### config.mk
export PLATFORM = sky130hd
export DESIGN_NAME = mayo_shake_unpack_flat
export DESIGN_NICKNAME = d
export VERILOG_FILES = /design/src/rtl/mayo_shake_unpack_if.sv /design/src/rtl/mayo_shake_unpack.sv /design/src/flat_wrapper.sv
export SDC_FILE = /design/constraint.sdc
export NUM_CORES = 1
export LEC_CHECK = 0
export ABC_AREA = 0
export BUFFER_PORTS_ARGS = -buffer_cell sky130_fd_sc_hd__buf_2
export CAP_MARGIN = 20
export CORE_UTILIZATION = 52
export CTS_BUF_LIST = sky130_fd_sc_hd__clkbuf_16
export CTS_CLUSTER_SIZE = 24
export DETAILED_ROUTE_END_ITERATION = 6
export PLACE_DENSITY = 0.78
export SYNTH_ARGS = -nofsm -noshare
export SYNTH_HDL_FRONTEND = slang
export SYNTH_SLANG_ARGS = --single-unit
### constraint.sdc
create_clock -name clk -period 5.05 [get_ports clk]
set_input_delay 0.505 -clock clk [delete_from_list [all_inputs] [get_ports clk]]
set_output_delay 0.505 -clock clk [all_outputs]
set_load 0.01 [all_outputs]
### src/rtl/mayo_shake_unpack_if.sv
// BRAM read port plus nibble stream for mayo_shake_unpack.
// master = the unpacker (drives BRAM address/enable and the stream), slave = BRAM + consumer.
interface mayo_shake_unpack_if;
   logic [3:0]  BRAMA_we;
   logic [31:0] BRAMA_addr;
   logic [31:0] BRAMA_din;
   logic        BRAMA_en;
   logic [31:0] BRAMA_dout;
   logic        m_valid;
   logic [3:0]  m_data;
   logic        m_ready;

   modport master (
      output BRAMA_we, BRAMA_addr, BRAMA_din, BRAMA_en, m_valid, m_data,
      input  BRAMA_dout, m_ready
   );

   modport slave (
      input  BRAMA_we, BRAMA_addr, BRAMA_din, BRAMA_en, m_valid, m_data,
      output BRAMA_dout, m_ready
   );
endinterface

### src/rtl/mayo_shake_unpack.sv
// Reads SHAKE output words from BRAM and streams them as GF(16) nibbles, low nibble first.
// Optional handshake stall counter enabled by defining MAYO_UNPACK_PERF_EN.
//
// state | meaning
// IDLE  | waiting for en; latches src_adr/nlen
// RUN   | issuing reads (max 2 words buffered or in flight) and emitting nibbles
// DONE  | one-cycle done pulse, then back to IDLE
module mayo_shake_unpack #(
   parameter int C_BRAMSIZE = 31
) (
   input  logic                 clk,
   input  logic                 rst,
   input  logic                 en,
   input  logic [31:0]          src_adr,
   input  logic [31:0]          nlen,
   mayo_shake_unpack_if.master  bus,
   output logic                 busy,
   output logic                 done,
   output logic [31:0]          stall_cnt
);

   typedef enum logic [1:0] {IDLE, RUN, DONE} state_t;

   localparam logic [63:0] MASK64    = (64'd1 << C_BRAMSIZE) - 64'd1;
   localparam logic [31:0] ADDR_MASK = MASK64[31:0] & 32'hFFFF_FFFC;

   state_t      state, state_nx;
   logic [31:0] remaining;
   logic [31:0] words_left;
   logic [31:0] next_ptr;
   logic [31:0] rd_addr;
   logic        rd_en;
   logic        pend;
   logic [31:0] buf0, buf1;
   logic [1:0]  fcnt;
   logic [2:0]  nib;
   logic        busy_q;

   logic        start;
   logic        m_valid_i;
   logic        xfer;
   logic        pop;
   logic        push;
   logic        issue;
   logic [2:0]  occ;
   logic [31:0] src_al;
   logic [31:0] nwords;
   logic [31:0] head_sh;

   always_comb begin
      start     = (state == IDLE) && en;
      src_al    = src_adr & ADDR_MASK;
      nwords    = {3'b000, nlen[31:3]} + {31'b0, |nlen[2:0]};
      m_valid_i = (state == RUN) && (fcnt != 2'd0) && (remaining != 32'd0);
      xfer      = m_valid_i && bus.m_ready;
      // last nibble of a word, or last nibble overall (rest of a partial word is dropped)
      pop       = xfer && ((nib == 3'd7) || (remaining == 32'd1));
      push      = pend;
      occ       = {1'b0, fcnt} + {2'b00, rd_en} + {2'b00, pend};
      issue     = (state == RUN) && (words_left != 32'd0) &&
                  ((occ - {2'b00, pop}) < 3'd2);
      head_sh   = buf0 >> {27'd0, nib, 2'b00};
   end

   always_ff @(posedge clk) begin
      if (rst) state <= IDLE;
      else     state <= state_nx;
   end

   always_comb begin
      state_nx = state;
      case (state)
         IDLE:    if (en) state_nx = RUN;
         RUN:     if (remaining == 32'd0) state_nx = DONE;
         DONE:    state_nx = IDLE;
         default: state_nx = IDLE;
      endcase
   end

   always_ff @(posedge clk) begin
      if (rst) begin
         remaining  <= '0;
         words_left <= '0;
         next_ptr   <= '0;
         rd_addr    <= '0;
         rd_en      <= 1'b0;
         pend       <= 1'b0;
         buf0       <= '0;
         buf1       <= '0;
         fcnt       <= '0;
         nib        <= '0;
         busy_q     <= 1'b0;
      end else begin
         rd_en <= 1'b0;
         if (start) begin
            remaining <= nlen;
            nib       <= '0;
            fcnt      <= '0;
            pend      <= 1'b0;
            busy_q    <= (nlen != 32'd0);
            if (nlen != 32'd0) begin
               rd_en      <= 1'b1;
               rd_addr    <= src_al;
               next_ptr   <= (src_al + 32'd4) & ADDR_MASK;
               words_left <= nwords - 32'd1;
            end else begin
               words_left <= '0;
            end
         end else if (state == RUN) begin
            pend <= rd_en;
            if (remaining == 32'd0) busy_q <= 1'b0;
            if (issue) begin
               rd_en      <= 1'b1;
               rd_addr    <= next_ptr;
               next_ptr   <= (next_ptr + 32'd4) & ADDR_MASK;
               words_left <= words_left - 32'd1;
            end
            if (xfer) begin
               remaining <= remaining - 32'd1;
               nib       <= pop ? 3'd0 : nib + 3'd1;
            end
            // read data lands one cycle after the BRAM sampled the request
            case ({push, pop})
               2'b10: begin
                  if (fcnt == 2'd0) buf0 <= bus.BRAMA_dout;
                  else              buf1 <= bus.BRAMA_dout;
                  fcnt <= fcnt + 2'd1;
               end
               2'b01: begin
                  buf0 <= buf1;
                  fcnt <= fcnt - 2'd1;
               end
               2'b11: begin
                  if (fcnt == 2'd1) begin
                     buf0 <= bus.BRAMA_dout;
                  end else begin
                     buf0 <= buf1;
                     buf1 <= bus.BRAMA_dout;
                  end
               end
               default: ;
            endcase
         end else begin
            pend <= 1'b0;
         end
      end
   end

   assign bus.BRAMA_we   = 4'h0;
   assign bus.BRAMA_din  = 32'h0;
   assign bus.BRAMA_en   = rd_en;
   assign bus.BRAMA_addr = rd_addr;
   assign bus.m_valid    = m_valid_i;
   assign bus.m_data     = m_valid_i ? head_sh[3:0] : 4'h0;
   assign busy           = busy_q;
   assign done           = (state == DONE);

`ifdef MAYO_UNPACK_PERF_EN
   logic [31:0] stall_q;

   always_ff @(posedge clk) begin
      if (rst)                                                   stall_q <= '0;
      else if (start)                                            stall_q <= '0;
      else if (m_valid_i && !bus.m_ready && (stall_q != '1))     stall_q <= stall_q + 32'd1;
   end

   assign stall_cnt = stall_q;
`else
   assign stall_cnt = 32'd0;
`endif

endmodule
### src/flat_wrapper.sv
// flat-port wrapper written by rule: the top's interface ports become plain ports
module mayo_shake_unpack_flat 
#(
   parameter int C_BRAMSIZE = 31
)
  (clk, rst, en, src_adr, nlen, busy, done, stall_cnt, bus_BRAMA_we, bus_BRAMA_addr, bus_BRAMA_din, bus_BRAMA_en, bus_m_valid, bus_m_data, bus_BRAMA_dout, bus_m_ready);
  mayo_shake_unpack_if bus_i ();
  input  logic clk;
  input  logic rst;
  input  logic en;
  input  logic [31:0] src_adr;
  input  logic [31:0] nlen;
  output logic busy;
  output logic done;
  output logic [31:0] stall_cnt;
  output wire logic [$bits(bus_i.BRAMA_we)-1:0] bus_BRAMA_we;
  output wire logic [$bits(bus_i.BRAMA_addr)-1:0] bus_BRAMA_addr;
  output wire logic [$bits(bus_i.BRAMA_din)-1:0] bus_BRAMA_din;
  output wire logic [$bits(bus_i.BRAMA_en)-1:0] bus_BRAMA_en;
  output wire logic [$bits(bus_i.m_valid)-1:0] bus_m_valid;
  output wire logic [$bits(bus_i.m_data)-1:0] bus_m_data;
  input wire logic [$bits(bus_i.BRAMA_dout)-1:0] bus_BRAMA_dout;
  input wire logic [$bits(bus_i.m_ready)-1:0] bus_m_ready;
  assign bus_BRAMA_we = bus_i.BRAMA_we;
  assign bus_BRAMA_addr = bus_i.BRAMA_addr;
  assign bus_BRAMA_din = bus_i.BRAMA_din;
  assign bus_BRAMA_en = bus_i.BRAMA_en;
  assign bus_m_valid = bus_i.m_valid;
  assign bus_m_data = bus_i.m_data;
  assign bus_i.BRAMA_dout = bus_BRAMA_dout;
  assign bus_i.m_ready = bus_m_ready;
  mayo_shake_unpack #(.C_BRAMSIZE(C_BRAMSIZE)) u_core (.clk(clk), .rst(rst), .en(en), .src_adr(src_adr), .nlen(nlen), .bus(bus_i), .busy(busy), .done(done), .stall_cnt(stall_cnt));
endmodule
* Word level (Yosys, flattened, before mapping)
Cells that the tools add are included.
** Storage, ports and cells
- Output and inout port bits :: 108
- Bits in latches :: 0
- Memories kept :: 0
- Register bits after elaboration :: 202
- Logic and storage cells :: 110
- RAM bits :: 0
- Bits of input ports :: 100
- ROM bits :: 0
** Cells by class
- Shift-type cells :: 1
- Add/sub/neg operators :: 12
- $lt $le $gt $ge :: 1
- Eq/ne operators :: 14
- Bitwise operators :: 2
- Multiplexer cells :: 34
- Multipliers :: 0
- Reduce and logical (&&, ||, !) cells :: 34
- Div/mod/pow operators :: 0
** Operator list (count)
- 32-bit two-way mux :: 19
- 32-bit one-hot mux with 3 select lines :: 1
- 32-bit nonzero test :: 3
- 32-bit by 1-bit subtractor with 32-bit output, second input constant :: 3
- 32-bit one-hot mux with 2 select lines :: 1
- 31-bit by 3-bit adder with 31-bit output, second input constant :: 2
- 32-bit by 1-bit equality test with 1-bit output, second input constant :: 1
- 32-bit logical NOT :: 1
- 32-bit by 5-bit >> shifter with 4-bit output :: 1
- 29-bit by 1-bit adder with 30-bit output :: 1
- 2-bit nonzero test :: 7
- 2-bit AND reduction :: 6
- 2-bit inequality test, second input constant :: 5
- 2-bit one-hot mux with 2 select lines :: 2
- 1-bit logical AND :: 7
- 1-bit two-way mux :: 7
- 2-bit by 1-bit equality test with 1-bit output, second input constant :: 3
- 2-bit equality test, second input constant :: 3
- 3-bit OR reduction :: 2
- 5-bit AND reduction :: 1
- 2-bit logical NOT :: 2
- 2-bit two-way mux :: 2
- 4-bit two-way mux :: 1
- 4-bit AND reduction :: 1
- 15 further kinds :: 16

* Logic depth before layout (Yosys ltp)
Gate-level depths: netlist (run 1).
- Word-level depth :: 11
- Mapped depth :: 21
- Depth with buffers taken out :: 19

* Worst setup path after synthesis (run 1)
No wires, ideal clock.
- Path type :: flip-flop to flip-flop
- Start :: register u_core.remaining[8]
- End :: register u_core.words_left[16]
- Required time :: 4920 ps
- Buffers on the path :: 2
- Library setup time :: 130 ps
- Cell stages (with the launch flop) :: 21
- Data arrival time :: 5257 ps
- Period minus slack after synthesis :: 5386 ps
- Setup slack :: -336 ps
- Cells stage by stage :: dfxtp_1 -> or4_1 -> or4_1 -> nor4_4 -> a21o_1 -> buf_2 -> buf_2 -> nor2_1 -> ha_1 -> inv_1 -> ha_1 -> a21o_1 -> fa_1 -> xnor2_1 -> nor3_1 -> inv_1 -> nor2_1 -> nand2_1 -> nor4b_1 -> xnor2_1 -> o22ai_1
** On the way
- Word-level cells in the longest chain between the ends :: 9
- Elaborated cells on any way between the ends :: 11
- Those cells by class :: add/sub (1); order compare (1); eq/ne (1); reduce/logical (8)
** Ends and longest elaborated chain
- start, declared :: line mayo_shake_unpack.sv:28 : logic [31:0] remaining;
- start signal, assigned :: line mayo_shake_unpack.sv:96 : remaining <= nlen;
- start signal, assigned :: line mayo_shake_unpack.sv:119 : remaining <= remaining - 32'd1;
- 32-bit nonzero test :: line mayo_shake_unpack.sv:54 : m_valid_i = (state == RUN) && (fcnt != 2'd0) && (remaining != 32'd0);
- 1-bit logical AND :: line mayo_shake_unpack.sv:54
- 1-bit logical AND :: line mayo_shake_unpack.sv:55 : xfer = m_valid_i && bus.m_ready;
- 1-bit logical AND (*) :: line mayo_shake_unpack.sv:57 : pop = xfer && ((nib == 3'd7) || (remaining == 32'd1));
- 3-bit by 1-bit subtractor with 3-bit output (*) :: line mayo_shake_unpack.sv:61 : ((occ - {2'b00, pop}) < 3'd2);
- 3-bit by 2-bit < comparator with 1-bit output (*) :: line mayo_shake_unpack.sv:61
- 1-bit logical AND (*) :: line mayo_shake_unpack.sv:60 : issue = (state == RUN) && (words_left != 32'd0) &&
- 2-bit nonzero test (no source line) (*)
- 2-bit AND reduction (no source line) (*)
- end signal, assigned :: line mayo_shake_unpack.sv:105 : words_left <= nwords - 32'd1;
- end signal, assigned :: line mayo_shake_unpack.sv:116 : words_left <= words_left - 32'd1;
- end, declared :: line mayo_shake_unpack.sv:29 : logic [31:0] words_left;
Every way passes the cells marked *; elsewhere a longest branch is shown, timed or not.
A chain may end at the register's enable or synchronous reset.

* Worst setup path in the final report (run 1)
- Start :: register u_core.remaining[8]
- End :: register u_core.words_left[28]
Same word-level chain as after synthesis.

==> results of run 1 <==
## routing by layer
layer  global-route usage  vias to the layer above  share of wire
met4               0.0915                        0          0.016
met3               0.0462                       43          0.069
met2                0.442                      464           0.47
met5                    0                        -              0
li1                     -                     5932              -
met1                0.360                     5770           0.45
## layout make-up
cell class / count / share of cell area
Multi-Input combinational cell: 1284 / 0.568
Clock inverter: 15 / 0.00922
Tap cell: 319 / 0.0291
Inverter: 30 / 0.00822
Clock buffer: 17 / 0.0310
Sequential cell: 196 / 0.286
Timing Repair Buffer: 163 / 0.0686
## power breakdown
group	internal, mW	switching [mW]	leakage (nW)
registers	1.64	0.0801	1.60
clock network	0.644	0.655	0.262
logic	0.314	0.525	3.12
## worst paths after layout
kind,from,endpoint,depth (start not counted)
max,u_core.remaining[8]$_SDFFE_PP0P_,u_core.words_left[28]$_SDFFE_PP0P_,18
min,bus_BRAMA_dout[25],u_core.buf1[25]$_SDFFE_PP0P_,3
max reg2reg,u_core.remaining[8]$_SDFFE_PP0P_,u_core.words_left[28]$_SDFFE_PP0P_,18
min reg2reg,u_core.buf1[16]$_SDFFE_PP0P_,u_core.buf1[16]$_SDFFE_PP0P_,2
## synthesized netlist by cell type (5+ instances only)
cell type and instances:
inv_1 30, nand2b_1 12, or2_2 8, mux4_2 8, o211ai_1 31, nor4_1 40, and4_1 8, and3_1 16
a221oi_1 9, o311ai_0 5, and2_1 6, clkbuf_1 92, a22oi_1 43, a31oi_1 28, buf_4 75, mux2i_1 36
or4_1 9, nand4_1 25, nor3b_1 5, nor2_1 186, or3_1 18, buf_2 13, a21oi_1 133, xor2_1 27
nand2_1 162, nor2b_1 6, xnor2_1 48, a21o_1 11, nand3_1 48, ha_1 18, o21ai_0 60, o22ai_1 11
dfxtp_1 196, nor3_1 49, a211oi_1 70, nand3b_1 10
## logic make-up (layout without fill, tap and decap cells)
family | Yosys count | count (layout) | share of synthesized area
xor gates and xnor gates | 75 | 75 | 0.0527
AOI/OAI and AO/OA | 443 | 443 | 0.229
other | 1 | 71 | 0.000301
DFF | 196 | 196 | 0.315
and+or+nand+nor | 628 | 628 | 0.247
muxes | 48 | 48 | 0.0470
adders and majority gates | 19 | 19 | 0.0197
buffers and inverters | 214 | 225 | 0.0885
## flip-flops by register name, indices dropped and copies added, names as in the netlist
register               count
u_core.bus.BRAMA_en        1
u_core.busy                1
u_core.nib                 3
u_core.bus.BRAMA_addr     29
u_core.buf1               32
u_core.pend                1
u_core.buf0               32
u_core.remaining          32
u_core.words_left         32
u_core.state               2
u_core.next_ptr           29
u_core.fcnt                2
## per-stage QoR
| stage | power [mW] | setup slack, ns | instances |
|---|---|---|---|
| 6_report | 3.86 | 0.218 | 2024 |
| 5_1_grt | 4.05 | 0.0106 | 2024 |
| 3_5_place_dp | 2.56 | 0.171 | 1991 |
| 3_3_place_gp | 2.54 | 0.294 | 1991 |
| 4_1_cts | 3.85 | 0.147 | 2023 |
| 2_1_floorplan | 2.35 | -0.0108 | 1694 |
## cell usage in the layout (no fill, tap or decap), types with 9 or more instances in the layout
master / count
dfxtp_1: 196
nor2_1: 182
nand2_1: 161
a21oi_1: 133
buf_2: 132
conb_1: 71
a211oi_1: 70
o21ai_0: 60
nand3_1: 48
xnor2_1: 48
nor3_1: 47
a22oi_1: 43
nor4_1: 37
mux2i_1: 35
o211ai_1: 31
inv_1: 30
xor2_1: 27
a31oi_1: 27
buf_4: 27
nand4_1: 25
or3_1: 18
ha_1: 18
clkbuf_16: 18
and3_1: 16
a21o_1: 11
nand2b_1: 11
o22ai_1: 11
nand3b_1: 10
a221oi_1: 9
## timing repair
item,4_1_cts,5_1_grt
gates resized for setup,0,11
setup endpoints to repair,0,21
setup buffers,0,0
## tightest hold or removal path, cell delays in order
cell,delay [ns]
buf_2,0.10
nand2_1,0.05
a21oi_1,0.05
==> run_results.csv, run 1 <==
group,metric,value,unit
drt,postRouteWirelength,33.7,mm
power_and_ir_drop,leakage,4.98,nW
die,die-area,0.0246,sq mm
yosys,synth.avg_cell_area,7.67,sq um
place,placed_area,0.0131,sq mm
clock_network,clk_root_buffer_cell,"clkbuf_16",
power_and_ir_drop,p_per_area,282,mW/mm^2
yosys,synth-seq-area-share,0.315,
status,outcome,"finished, final reports clean",
sta,setup_tns,0,ns
sta,final_max_slew_viol_count,0,
critical_path,cp_cell_sequence,"or4_1 -> or4_1 -> nor4_4 -> a21o_1 -> nor2_2 -> ha_1 -> inv_1 -> ha_1 -> a21o_1 -> fa_1 -> xnor2_1 -> nor3_4 -> inv_1 -> nor2_2 -> nor2_1 -> a21oi_1 -> o21ai_0 -> o22ai_1",
cells_and_area,drive_gt1_frac,0.144,
clock_network,cts.sinks,196,
clock_network,path_clk_slew,0.08,ns
hold_path,hold_class,"in2reg",
yosys,synth_area_leaders,"dfxtp_1 32%, nor2_1 5.6%, a21oi_1 5.3%",
yosys,async_reset_ff_frac,0,
drt,wire_per_inst,16.6,microns
global_routing,grt_pass1_vias,10900,
global_routing,antenna_found_initial,0,
yosys,synth_edf_count,0,
critical_path,start_kind,"flop",
yosys,yosys.area.top_type,"dfxtp_1",
sta,skew,0.0182,ns
clock_network,insertion_delay,0.45,ns
die,die_h,157,microns
yosys,synth_top_area_frac,0.315,
cells_and_area,nets,1811,
yosys,ys.warnings.count,0,
critical_path,rrSetupSlack,0.22,ns
yosys,syn_area,0.0125,sq mm
power_and_ir_drop,ir_drop,0.185,mV
die,rows,56,
critical_path,required,5.35,ns
sta,hold_viol,0,
yosys,ys_ff_latch,196,
clock_network,cts_htree_levels,4,
critical_path,cp_max_fo,6,
sta,hold_slack,0.304,ns
sta,max_slew_margin,0.319,
cells_and_area,fin_util,0.584,
cells_and_area,n_antenna_cell,0,
cells_and_area,multiInputGateArea,0.00778,sq mm
yosys,synth_cell_types,75,
critical_path,path_buf_inv,2,
cells_and_area,syn_to_final_growth,10.1,%
die,fp.dieW,157,microns
clock_network,cts_made_buffers,17,
critical_path,path_class,"reg2reg",
yosys,synthCells,1624,
critical_path,critPathSlowestCell,"or4_1",
place,dp_hpwl,23.4,mm
place,port_buffers,133,
die,coreArea,0.0235,sq mm
drt,drc_errors,0,
cells_and_area,regArea,0.00392,sq mm
sta,worstMarginPinSlew,1.02,ns
sta,period_needed,4.83,ns
cells_and_area,nFillCells,2099,
sta,timing.fmax,0.207,GHz
critical_path,path_delay_family,"simple AND/OR/NAND/NOR gates",
global_routing,grt-ovfl-total,0,
critical_path,worstPathArrival,5.14,ns
drt,drtIter0Drc,1027,
global_routing,grt_max_degree,80,
yosys,ys.flop_type,"dfxtp_1",
sta,rsz0062_at_grt,"no",
global_routing,grt_pass1_wl,53.9,mm
drt,dr.pass1.iters,5,
clock_network,cts_hold_buf,0,
cells_and_area,fin_area,0.0137,sq mm
place,place.gp.congestion,0.941,
drt,ant_nets,0,
die,ios,208,
drt,viasPerCell,6.03,
global_routing,grtUsageTotal,0.271,
drt,vias,12200,
sta,setup_violations,0,
die,start_util,0.531,
clock_network,cts_tree,"done",
critical_path,cp_slowest_stage_delay,0.56,ns
clock_network,clock_path_buffers,2,
job,drv_cap,0,
critical_path,end_kind,"flop",
sta,post-route-period-util,0.957,
(Power assumes the default switching activity.)
==> run 2: changes to the inputs <==
Settings changed: PLACE_DENSITY 0.78 to 0.75.
Clock period 5.05 ns to 4.65 ns, I/O delays scaled along.
==> run_results.csv, run 2 (synthesis results as in run 1) <==
group,metric,value,unit
hold_path,hold_class,"in2reg",
drt,drc_errors,0,
sta,hold_viol,0,
critical_path,path_class,"reg2reg",
cells_and_area,final_common_cell,"dfxtp_1",
die,coreArea,0.0235,sq mm
die,fp.dieW,157,microns
power_and_ir_drop,combPwrFrac,0.222,
drt,postRouteWirelength,34.4,mm
clock_network,clk_root_buffer_cell,"clkbuf_16",
clock_network,clock_path_buffers,2,
sta,post-route-period-util,0.965,
clock_network,cts_tree,"done",
cells_and_area,multiInputGateArea,0.00790,sq mm
critical_path,worstPathArrival,4.84,ns
drt,drtIter0Drc,1078,
place,port_buffers,133,
die,die_h,157,microns
power_and_ir_drop,seqPwrFrac,0.428,
critical_path,cp_cell_sequence,"or4_4 -> or4_4 -> nor4_2 -> a31oi_1 -> nor2_4 -> ha_4 -> inv_2 -> ha_4 -> a21o_1 -> fa_2 -> xnor2_2 -> nor3_4 -> buf_4 -> nand2b_4 -> nand2_8 -> buf_12 -> nand3_1 -> mux2_2 -> a21oi_1",
drt,viasPerCell,5.96,
critical_path,path_delay_family,"simple AND/OR/NAND/NOR gates",
sta,setup_violations,0,
critical_path,path_buf_inv,3,
cells_and_area,n_antenna_cell,0,
clock_network,path_clk_slew,0.08,ns
die,rows,56,
critical_path,r2r_start,"u_core.remaining[20]$_SDFFE_PP0P_",
critical_path,rrSetupSlack,0.16,ns
sta,worstMarginPinSlew,1.03,ns
power_and_ir_drop,leakage,5.18,nW
global_routing,antenna_found_initial,0,
critical_path,reg2reg_to,"u_core.next_ptr[24]$_SDFFE_PP0P_",
die,die-area,0.0246,sq mm
cells_and_area,fin_area,0.0141,sq mm
critical_path,critPathSlowestCell,"or4_4",
power_and_ir_drop,clkPwrFrac,0.349,
hold_path,whs_path_depth,3,
global_routing,grt_pass1_wl,54.4,mm
power_and_ir_drop,ir_drop,0.226,mV
hold_path,min_from,"bus_BRAMA_dout[18]",
sta,final_max_slew_viol_count,0,
global_routing,grt-ovfl-total,0,
global_routing,top_usage_layer,"met2",
cells_and_area,syn_to_final_growth,13.5,%
sta,max_slew_margin,0.311,
cells_and_area,layout_common_cells,"195 x dfxtp_1, 181 x nor2_1, 159 x nand2_1",
drt,wire_per_inst,16.8,microns
hold_path,worstHoldEndpoint,"u_core.buf1[18]$_SDFFE_PP0P_",
cells_and_area,drive_gt1_frac,0.168,
cells_and_area,nets,1837,
sta,timing.fmax,0.223,GHz
global_routing,groute.layer.met3.usage,0.0385,
global_routing,grt_pass1_vias,10900,
drt,dr.pass1.iters,7,
place,place.gp.congestion,0.927,
die,start_util,0.531,
critical_path,end_kind,"flop",
critical_path,cp_slowest_stage_delay,0.54,ns
power_and_ir_drop,power_switching,1.43,mW
drt,ant_nets,0,
power_and_ir_drop,switching_share,0.327,
cells_and_area,regArea,0.00393,sq mm
place,dp_hpwl,23.8,mm
critical_path,cp_max_fo,11,
drt,vias,12200,
critical_path,required,5.00,ns
global_routing,grt_max_degree,102,
sta,period_needed,4.49,ns
clock_network,cts_htree_levels,4,
critical_path,start_kind,"flop",
global_routing,grtUsageTotal,0.273,
sta,setup_tns,0,ns
power_and_ir_drop,p_per_area,309,mW/mm^2
clock_network,cts_made_buffers,17,
global_routing,use_met2,0.437,
global_routing,use_met1,0.375,
clock_network,cts.sinks,196,
status,outcome,"finished, final reports clean",
place,placed_area,0.0134,sq mm
cells_and_area,nFillCells,2116,
clock_network,insertion_delay,0.44,ns
job,drv_cap,0,
sta,skew,0.0169,ns
critical_path,r2r_cells,19,
die,ios,208,
power_and_ir_drop,internal_power,2.93,mW
## run 2: through the flow
stage	hold slack (ns)	cells	utilization	setup WS (ns)	power [mW]
floorplan	0.431	1694	-	0.00702	2.58
global route	0.264	2050	0.602	-0.101	4.56
CTS	0.254	2047	0.597	0.0126	4.34
detailed placement	0.447	2015	0.570	0.0337	2.83
global placement	0.441	2014	0.570	-0.156	2.80
finish	0.268	2050	0.602	0.161	4.36
## run 2: what timing repair did
action                     4_1_cts  5_1_grt
hold buffers                     0        0
cloned                           0        2
resized for setup                0       14
pin swaps                        1        3
setup endpoints to repair        2       73
setup buffers                    0        1
## run 2: how the worst max path moves through the flow
stage                                      start                                  to  slack, ns  cells past startpoint
2_1_floorplan  u_core.remaining[11]$_SDFFE_PP0P_    u_core.next_ptr[19]$_SDFFE_PP0P_      0.007                     20
3_3_place_gp   u_core.remaining[11]$_SDFFE_PP0P_     u_core.next_ptr[2]$_SDFFE_PP0P_      -0.16                     18
3_5_place_dp   u_core.remaining[11]$_SDFFE_PP0P_  u_core.words_left[16]$_SDFFE_PP0P_       0.03                     19
4_1_cts        u_core.remaining[20]$_SDFFE_PP0P_  u_core.words_left[16]$_SDFFE_PP0P_       0.01                     19
5_1_grt        u_core.remaining[20]$_SDFFE_PP0P_  u_core.words_left[21]$_SDFFE_PP0P_      -0.10                     19
6_report       u_core.remaining[20]$_SDFFE_PP0P_    u_core.next_ptr[24]$_SDFFE_PP0P_       0.16                     19
## run 2: worst min-delay path, delay by kind of cell
kind / cells / cell delay, ns
AND/OR/NAND/NOR: 1 / 0.05
buffers and inverters: 1 / 0.10
AO/OA/AOI/OAI: 1 / 0.05
## run 2: final cells by class
class | count | area share
multi-input cells | 1284 | 0.559
flip-flops and latches | 196 | 0.278
repair buffers | 189 | 0.0832
clock buffers | 17 | 0.0301
well taps | 319 | 0.0282
clock inverters | 15 | 0.0137
inverters | 30 | 0.00797
## run 2: power by group through the flow
stage | registers, mW | logic (mW) | clock network [mW]
2_1_floorplan | 1.90 | 0.676 | 0
4_1_cts | 1.86 | 0.928 | 1.55
6_report | 1.87 | 0.970 | 1.52
3_5_place_dp | 1.90 | 0.923 | 0
5_1_grt | 1.88 | 1.07 | 1.61
3_3_place_gp | 1.90 | 0.904 | 0
## run 2: per-layer routing
metal	wire length [microns]	share of wire
met5	0	0
met4	620	0.018
met3	2220	0.065
met2	15900	0.46
met1	15600	0.46
